<file path="src/rtl/serial_in_parallel_out_receiver_pkg.sv">
// Shared definitions for the serial-link receive path.
// Holds the default frame width and the state encodings.
package serial_in_parallel_out_receiver_pkg;

  localparam int unsigned DEFAULT_DATA_WIDTH = 8;

  // Encodings are shared with the PISO and later serial-link blocks.
  localparam logic STATE_IDLE  = 1'b0;
  localparam logic STATE_SHIFT = 1'b1;

  typedef enum logic {
    IDLE  = STATE_IDLE,
    SHIFT = STATE_SHIFT
  } state_t;

endpackage

</file>
<file path="src/rtl/serial_in_parallel_out_receiver_if.sv">
// Serial-in / parallel-out bus: the framed serial input, the valid/ready word
// output, the error flags and the debug taps.
interface serial_in_parallel_out_receiver_if
  import serial_in_parallel_out_receiver_pkg::*;
#(
  parameter int unsigned DATA_WIDTH = DEFAULT_DATA_WIDTH
);

  localparam int unsigned CNT_W = $clog2(DATA_WIDTH);

  logic                  Frame_Start_In;
  logic                  Serial_Data_In;
  logic                  Data_Ready_In;
  logic                  Error_Clear_In;
  logic [DATA_WIDTH-1:0] Parallel_Data_Out;
  logic                  Data_Valid_Out;
  logic                  Overrun_Error_Out;
  logic                  Frame_Error_Out;
  logic [CNT_W-1:0]      Bit_Count_Out;
  logic [DATA_WIDTH-1:0] SIPO_Shift_Register;

  // Sender and consumer side.
  modport master (
    output Frame_Start_In, Serial_Data_In, Data_Ready_In, Error_Clear_In,
    input  Parallel_Data_Out, Data_Valid_Out, Overrun_Error_Out,
           Frame_Error_Out, Bit_Count_Out, SIPO_Shift_Register
  );

  // Receiver side.
  modport slave (
    input  Frame_Start_In, Serial_Data_In, Data_Ready_In, Error_Clear_In,
    output Parallel_Data_Out, Data_Valid_Out, Overrun_Error_Out,
           Frame_Error_Out, Bit_Count_Out, SIPO_Shift_Register
  );

endinterface

</file>
<file path="src/rtl/serial_in_parallel_out_receiver.sv">
// Framed serial receiver: shifts a DATA_WIDTH-bit frame in, then hands it to a
// valid/ready consumer via a holding register. Overrun and restart are flagged.
module serial_in_parallel_out_receiver
  import serial_in_parallel_out_receiver_pkg::*;
#(
  parameter int unsigned DATA_WIDTH = DEFAULT_DATA_WIDTH,
  parameter bit          LSB_FIRST  = 1'b1
) (
  input  logic                             Clk_In,
  input  logic                             Reset_In,
  serial_in_parallel_out_receiver_if.slave bus
);

  localparam int unsigned CNT_W = $clog2(DATA_WIDTH);

  state_t                state;
  logic [DATA_WIDTH-1:0] sr;
  logic [DATA_WIDTH-1:0] sr_next_c;
  logic [DATA_WIDTH-1:0] hold;
  logic [CNT_W-1:0]      count;
  logic                  valid;
  logic                  overrun;
  logic                  frame_err;
  logic                  last_bit_c;
  logic                  accept_c;

  // Bit insertion order fixes where the first received bit ends up.
  if (LSB_FIRST) begin : g_lsb_first
    assign sr_next_c = {bus.Serial_Data_In, sr[DATA_WIDTH-1:1]};
  end else begin : g_msb_first
    assign sr_next_c = {sr[DATA_WIDTH-2:0], bus.Serial_Data_In};
  end

  assign last_bit_c = (count == CNT_W'(DATA_WIDTH - 1));
  assign accept_c   = valid & bus.Data_Ready_In;

  always_ff @(posedge Clk_In or posedge Reset_In) begin
    if (Reset_In) begin
      state     <= IDLE;
      sr        <= '0;
      count     <= '0;
      hold      <= '0;
      valid     <= 1'b0;
      overrun   <= 1'b0;
      frame_err <= 1'b0;
    end else begin
      frame_err <= 1'b0;
      if (accept_c)           valid   <= 1'b0;
      if (bus.Error_Clear_In) overrun <= 1'b0;

      case (state)
        IDLE: begin
          if (bus.Frame_Start_In) begin
            sr    <= sr_next_c;
            count <= CNT_W'(1);
            state <= SHIFT;
          end
        end

        SHIFT: begin
          sr <= sr_next_c;
          if (bus.Frame_Start_In) begin
            // Restart: the current bit becomes bit 0 of a fresh frame.
            count     <= CNT_W'(1);
            frame_err <= 1'b1;
          end else if (last_bit_c) begin
            count <= '0;
            state <= IDLE;
            // Free or freeing this edge: load; otherwise the new word is lost.
            if (!valid || bus.Data_Ready_In) begin
              hold  <= sr_next_c;
              valid <= 1'b1;
            end else begin
              overrun <= 1'b1;
            end
          end else begin
            count <= count + CNT_W'(1);
          end
        end

        default: state <= IDLE;
      endcase
    end
  end

  assign bus.Parallel_Data_Out   = hold;
  assign bus.Data_Valid_Out      = valid;
  assign bus.Overrun_Error_Out   = overrun;
  assign bus.Frame_Error_Out     = frame_err;
  assign bus.Bit_Count_Out       = count;
  assign bus.SIPO_Shift_Register = sr;

endmodule

</file>
<file path="src/flat_wrapper.sv">
// flat-port wrapper written by rule: the top's interface ports become plain ports
module serial_in_parallel_out_receiver_flat import serial_in_parallel_out_receiver_pkg::*;
#(
  parameter int unsigned DATA_WIDTH = DEFAULT_DATA_WIDTH,
  parameter bit          LSB_FIRST  = 1'b1
)
  (Clk_In, Reset_In, bus_Frame_Start_In, bus_Serial_Data_In, bus_Data_Ready_In, bus_Error_Clear_In, bus_Parallel_Data_Out, bus_Data_Valid_Out, bus_Overrun_Error_Out, bus_Frame_Error_Out, bus_Bit_Count_Out, bus_SIPO_Shift_Register);
  serial_in_parallel_out_receiver_if #(.DATA_WIDTH(DATA_WIDTH)) bus_i ();
  input  logic Clk_In;
  input  logic Reset_In;
  input wire logic [$bits(bus_i.Frame_Start_In)-1:0] bus_Frame_Start_In;
  input wire logic [$bits(bus_i.Serial_Data_In)-1:0] bus_Serial_Data_In;
  input wire logic [$bits(bus_i.Data_Ready_In)-1:0] bus_Data_Ready_In;
  input wire logic [$bits(bus_i.Error_Clear_In)-1:0] bus_Error_Clear_In;
  output wire logic [$bits(bus_i.Parallel_Data_Out)-1:0] bus_Parallel_Data_Out;
  output wire logic [$bits(bus_i.Data_Valid_Out)-1:0] bus_Data_Valid_Out;
  output wire logic [$bits(bus_i.Overrun_Error_Out)-1:0] bus_Overrun_Error_Out;
  output wire logic [$bits(bus_i.Frame_Error_Out)-1:0] bus_Frame_Error_Out;
  output wire logic [$bits(bus_i.Bit_Count_Out)-1:0] bus_Bit_Count_Out;
  output wire logic [$bits(bus_i.SIPO_Shift_Register)-1:0] bus_SIPO_Shift_Register;
  assign bus_i.Frame_Start_In = bus_Frame_Start_In;
  assign bus_i.Serial_Data_In = bus_Serial_Data_In;
  assign bus_i.Data_Ready_In = bus_Data_Ready_In;
  assign bus_i.Error_Clear_In = bus_Error_Clear_In;
  assign bus_Parallel_Data_Out = bus_i.Parallel_Data_Out;
  assign bus_Data_Valid_Out = bus_i.Data_Valid_Out;
  assign bus_Overrun_Error_Out = bus_i.Overrun_Error_Out;
  assign bus_Frame_Error_Out = bus_i.Frame_Error_Out;
  assign bus_Bit_Count_Out = bus_i.Bit_Count_Out;
  assign bus_SIPO_Shift_Register = bus_i.SIPO_Shift_Register;
  serial_in_parallel_out_receiver #(.DATA_WIDTH(DATA_WIDTH), .LSB_FIRST(LSB_FIRST)) u_core (.Clk_In(Clk_In), .Reset_In(Reset_In), .bus(bus_i));
endmodule
</file>
<file path="config.mk">
export PLATFORM = sky130hd
export DESIGN_NAME = serial_in_parallel_out_receiver_flat
export DESIGN_NICKNAME = d
export VERILOG_FILES = /design/src/rtl/serial_in_parallel_out_receiver_pkg.sv /design/src/rtl/serial_in_parallel_out_receiver_if.sv /design/src/rtl/serial_in_parallel_out_receiver.sv /design/src/flat_wrapper.sv
export SDC_FILE = /design/constraint.sdc
export NUM_CORES = 1
export LEC_CHECK = 0
export CELL_PAD_IN_SITES_DETAIL_PLACEMENT = 0
export CELL_PAD_IN_SITES_GLOBAL_PLACEMENT = 1
export CORE_MARGIN = 5
export CORE_UTILIZATION = 33
export CTS_CLUSTER_SIZE = 24
export DETAILED_ROUTE_END_ITERATION = 16
export GPL_ROUTABILITY_DRIVEN = 0
export PLACE_DENSITY = 0.84
export SYNTH_ARGS = -nofsm -noshare
export SYNTH_HDL_FRONTEND = slang
export SYNTH_SLANG_ARGS = --single-unit
</file>
<file path="constraint.sdc">
create_clock -name Clk_In -period 1.4 [get_ports Clk_In]
set_input_delay 0.21 -clock Clk_In [delete_from_list [all_inputs] [get_ports Clk_In]]
set_output_delay 0.21 -clock Clk_In [all_outputs]
set_load 0.05 [all_outputs]
</file>
==> impl_metrics.py <==
metrics = {
    "sta": {
        "tns_ps": -453,
        "min_period_over_period_pct": 104,
        "worst_slack_ps": -61.8,
        "relSlewSlack_pct": 80.4,
        "skew_ps": 2.62,
        "whs_ps": 235,
        "fmax_mhz": 684,
        "tightestPinTransition_ps": 293,
        "grt_setup_unrepaired": "true",
        "drv_slew": 0,
        "finalSetupViolCount": 8,
        "finalHoldViolCount": 0,
        "min_period_ps": 1460,
    },
    "run_status": {
        "status": "complete, but fails checks",
        "violations": "setup timing",
    },
    "clock_tree": {
        "cts_buffers": 3,
        "cts-htree-levels": 1,
        "clk_pin_slew_worst_paths_ps": 120,
        "clock_path_buffers": 2,
        "clk_latency_ps": 300,
        "cts_tree": "done",
        "cts.sinks": 23,
        "root_buffer": "clkbuf_4",
    },
    "worst_setup_path": {
        "crit_fanout": 8,
        "reg2reg_depth": 6,
        "worst-setup-path-type": "flop to flop",
        "crit_required_ps": 1600,
        "cp-endpoint": "u_core.bus.Parallel_Data_Out[1]$_DFFE_PP0P_",
        "rr_startpoint": "u_core.bus.Bit_Count_Out[1]$_DFFE_PP0P_",
        "startpoint": "u_core.bus.Bit_Count_Out[1]$_DFFE_PP0P_",
        "endpoint_kind": "flop",
        "r2r_slack_ps": -60,
        "arrival_ps": 1660,
        "r2r_end": "u_core.bus.Parallel_Data_Out[1]$_DFFE_PP0P_",
        "cp-start-kind": "flop",
    },
    "floorplanning": {
        "die-area_sq_um": 4050,
        "chipWidth_microns": 63.6,
        "core_area_sq_um": 2760,
        "rows": 19,
        "start_util_pct": 34.4,
        "num_io_pins": 28,
        "dieHeight_microns": 63.6,
    },
    "global_route": {
        "antenna_found_initial": 0,
        "grt_first_pass_wirelength_mm": 3.50,
        "grt_usage_pct": 10.7,
        "grt_max_degree": 24,
        "grt-ovfl-total": 0,
        "grt_pass1_vias": 717,
    },
    "synth": {
        "ys_seq_area_share_pct": 60.7,
        "synth_simple_gate_area_share_pct": 8.31,
        "synth-xor-area-share_pct": 0,
        "synth_warnings": 0,
        "syn_nets": 70,
        "synth.cell_area_sq_um": 948,
        "synth_fa_ha_area_share_pct": 2.64,
        "yosysUniqueCellTypes": 19,
        "synth_compound_area_share_pct": 2.24,
        "synth_top_family_by_area": "multiplexers",
        "synth_cells": 62,
        "synth-seq-cells": 23,
        "synthMuxAreaShare_pct": 23.2,
        "synth.avg_cell_area_sq_um": 15.3,
    },
    "pwr": {
        "peakVddDrop_v": 0.00153,
        "p_leak_nw": 0.751,
        "powerDensity_nw_per_um2": 1790,
    },
    "placed_design": {
        "dp_hpwl_mm": 1.54,
        "port_buffers": 27,
        "dpl_cell_area_sq_um": 1590,
        "placedCellCount": 130,
    },
    "min_path": {
        "min_path_type": "input pin to asynchronous set/reset pin",
    },
    "layout": {
        "fin_area_sq_um": 1630,
        "finalNonFillerCells": 135,
        "final_nets": 113,
        "diodes": 0,
        "drive_gt1_share_pct": 60.6,
        "area_growth_pct": 72.2,
    },
    "drt": {
        "route.detailed.drc": 0,
        "wire_per_inst_microns": 13.9,
        "firstDrtPassIters": 4,
        "wirelength_mm": 1.88,
        "num_vias": 631,
        "post_drt_via_cell_ratio": 4.67,
        "antenna_left": 0,
        "drtIter0Drc": 13,
    },
    "flow_run": {
        "cap_violations": 0,
    },
}
synth_stat cells:
cell / number / area [sq um]
a21oi_1: 2 / 10.0
and2_1: 1 / 6.26
buf_2: 1 / 5.00
buf_6: 1 / 11.3
dfrtp_1: 23 / 576
ha_1: 2 / 25.0
inv_1: 3 / 11.3
mux2_2: 8 / 90.1
mux2_4: 8 / 120
mux2i_1: 1 / 10.0
nand2_1: 2 / 7.51
nand2b_1: 3 / 18.8
nand3b_1: 1 / 7.51
nand3b_4: 1 / 20.0
nor2_1: 1 / 3.75
nor2_2: 1 / 6.26
nor2b_2: 1 / 8.76
o21ai_0: 1 / 5.00
o22ai_1: 1 / 6.26
how the worst min path moves through the flow:
stage / from / endpoint / slack (ps)
after floorplan: Reset_In / u_core.bus.Data_Valid_Out$_DFF_PP0_ / 210
after global placement: u_core.bus.SIPO_Shift_Register[0]$_DFFE_PP0P_ / u_core.bus.SIPO_Shift_Register[0]$_DFFE_PP0P_ / 560
after detailed placement: u_core.bus.SIPO_Shift_Register[0]$_DFFE_PP0P_ / u_core.bus.SIPO_Shift_Register[0]$_DFFE_PP0P_ / 570
after CTS: Reset_In / u_core.bus.SIPO_Shift_Register[7]$_DFFE_PP0P_ / 230
after global routing: Reset_In / u_core.bus.SIPO_Shift_Register[2]$_DFFE_PP0P_ / 240
final: Reset_In / u_core.bus.SIPO_Shift_Register[7]$_DFFE_PP0P_ / 240
cell families (layout without fill, tap and decap cells):
logic type,after synthesis,after routing
AO/OA/AOI/OAI,4,4
adder cells (fa/ha/maj),2,2
buffers and inverters,5,47
flip-flops,23,23
multiplexers,17,17
AND/OR/NAND/NOR,11,11
worst max-delay path, stage by stage, from the launching register on:
cell and delay [ps]:
dfrtp_2 410, ha_4 140, ha_4 140, nand3b_4 90, nor2b_4 140, buf_12 140, mux2_4 300
report_power, final:
part	internal [mW]	switching [mW]
Sequential	0.827	0.194
Combinational	0.856	0.751
Clock	0.106	0.193
Total	1.79	1.14
per-layer routing:
layer / global-route usage [%] / vias to the layer above / share of wire [%]
li1: - / 298 / -
met1: 13.7 / 313 / 41
met2: 17.1 / 20 / 51
met3: 4.09 / 0 / 7.4
met4: 2.34 / 0 / 0
met5: 0 / - / 0
layout by cell type, fill, tap and decap left out:
| cell | Yosys | routed |
|---|---|---|
| clkinv_2 | 0 | 1 |
| nand3b_4 | 1 | 1 |
| nand3b_1 | 1 | 1 |
| dfrtp_2 | 0 | 3 |
| dfrtp_1 | 23 | 20 |
| nand2b_1 | 3 | 3 |
| mux2i_1 | 1 | 1 |
| o22ai_1 | 1 | 1 |
| clkdlybuf4s50_1 | 0 | 5 |
| a21oi_1 | 2 | 2 |
| nor2_2 | 1 | 1 |
| and2_1 | 1 | 1 |
| mux2_2 | 8 | 8 |
| inv_1 | 3 | 3 |
| clkbuf_4 | 0 | 3 |
| nor2_1 | 1 | 1 |
| buf_4 | 0 | 12 |
| o21ai_0 | 1 | 1 |
| ha_4 | 0 | 2 |
| buf_12 | 0 | 23 |
| nand2_1 | 2 | 2 |
| nor2b_4 | 0 | 1 |
| mux2_4 | 8 | 8 |
flip-flops by register name, summed over array words and instances, names as in the netlist:
signal and cells:
u_core.bus.Parallel_Data_Out 8, u_core.bus.SIPO_Shift_Register 8, u_core.bus.Bit_Count_Out 3, u_core.bus.Data_Valid_Out 1, u_core.bus.Frame_Error_Out 1, u_core.bus.Overrun_Error_Out 1, u_core.state 1
through the flow:
| step | setup slack (ps) | total power, mW | util, % |
|---|---|---|---|
| floorplan | -213 | 1.78 | - |
| global placement | -126 | 2.63 | 57.8 |
| detailed placement | -166 | 2.66 | 57.8 |
| CTS | -70.2 | 2.98 | 59.2 |
| global route | -112 | 3.08 | 59.2 |
| finish | -61.8 | 2.93 | 59.2 |
final cells by class:
class	instances	area (sq um)
Timing Repair Buffer	40	601
Clock inverter	1	5.00
Sequential cell	23	579
Tap cell	31	38.8
Multi-Input combinational cell	34	375
Inverter	3	11.3
Fill cell	234	1120
Clock buffer	3	22.5
timing repair:
item,CTS,global route
pin swaps,0,0
cloned,0,0
hold buffers,0,0
resized for setup,1,0
setup buffers,1,1
endpoints found under the setup margin,8,9
Power figures use the tool's default switching activity.
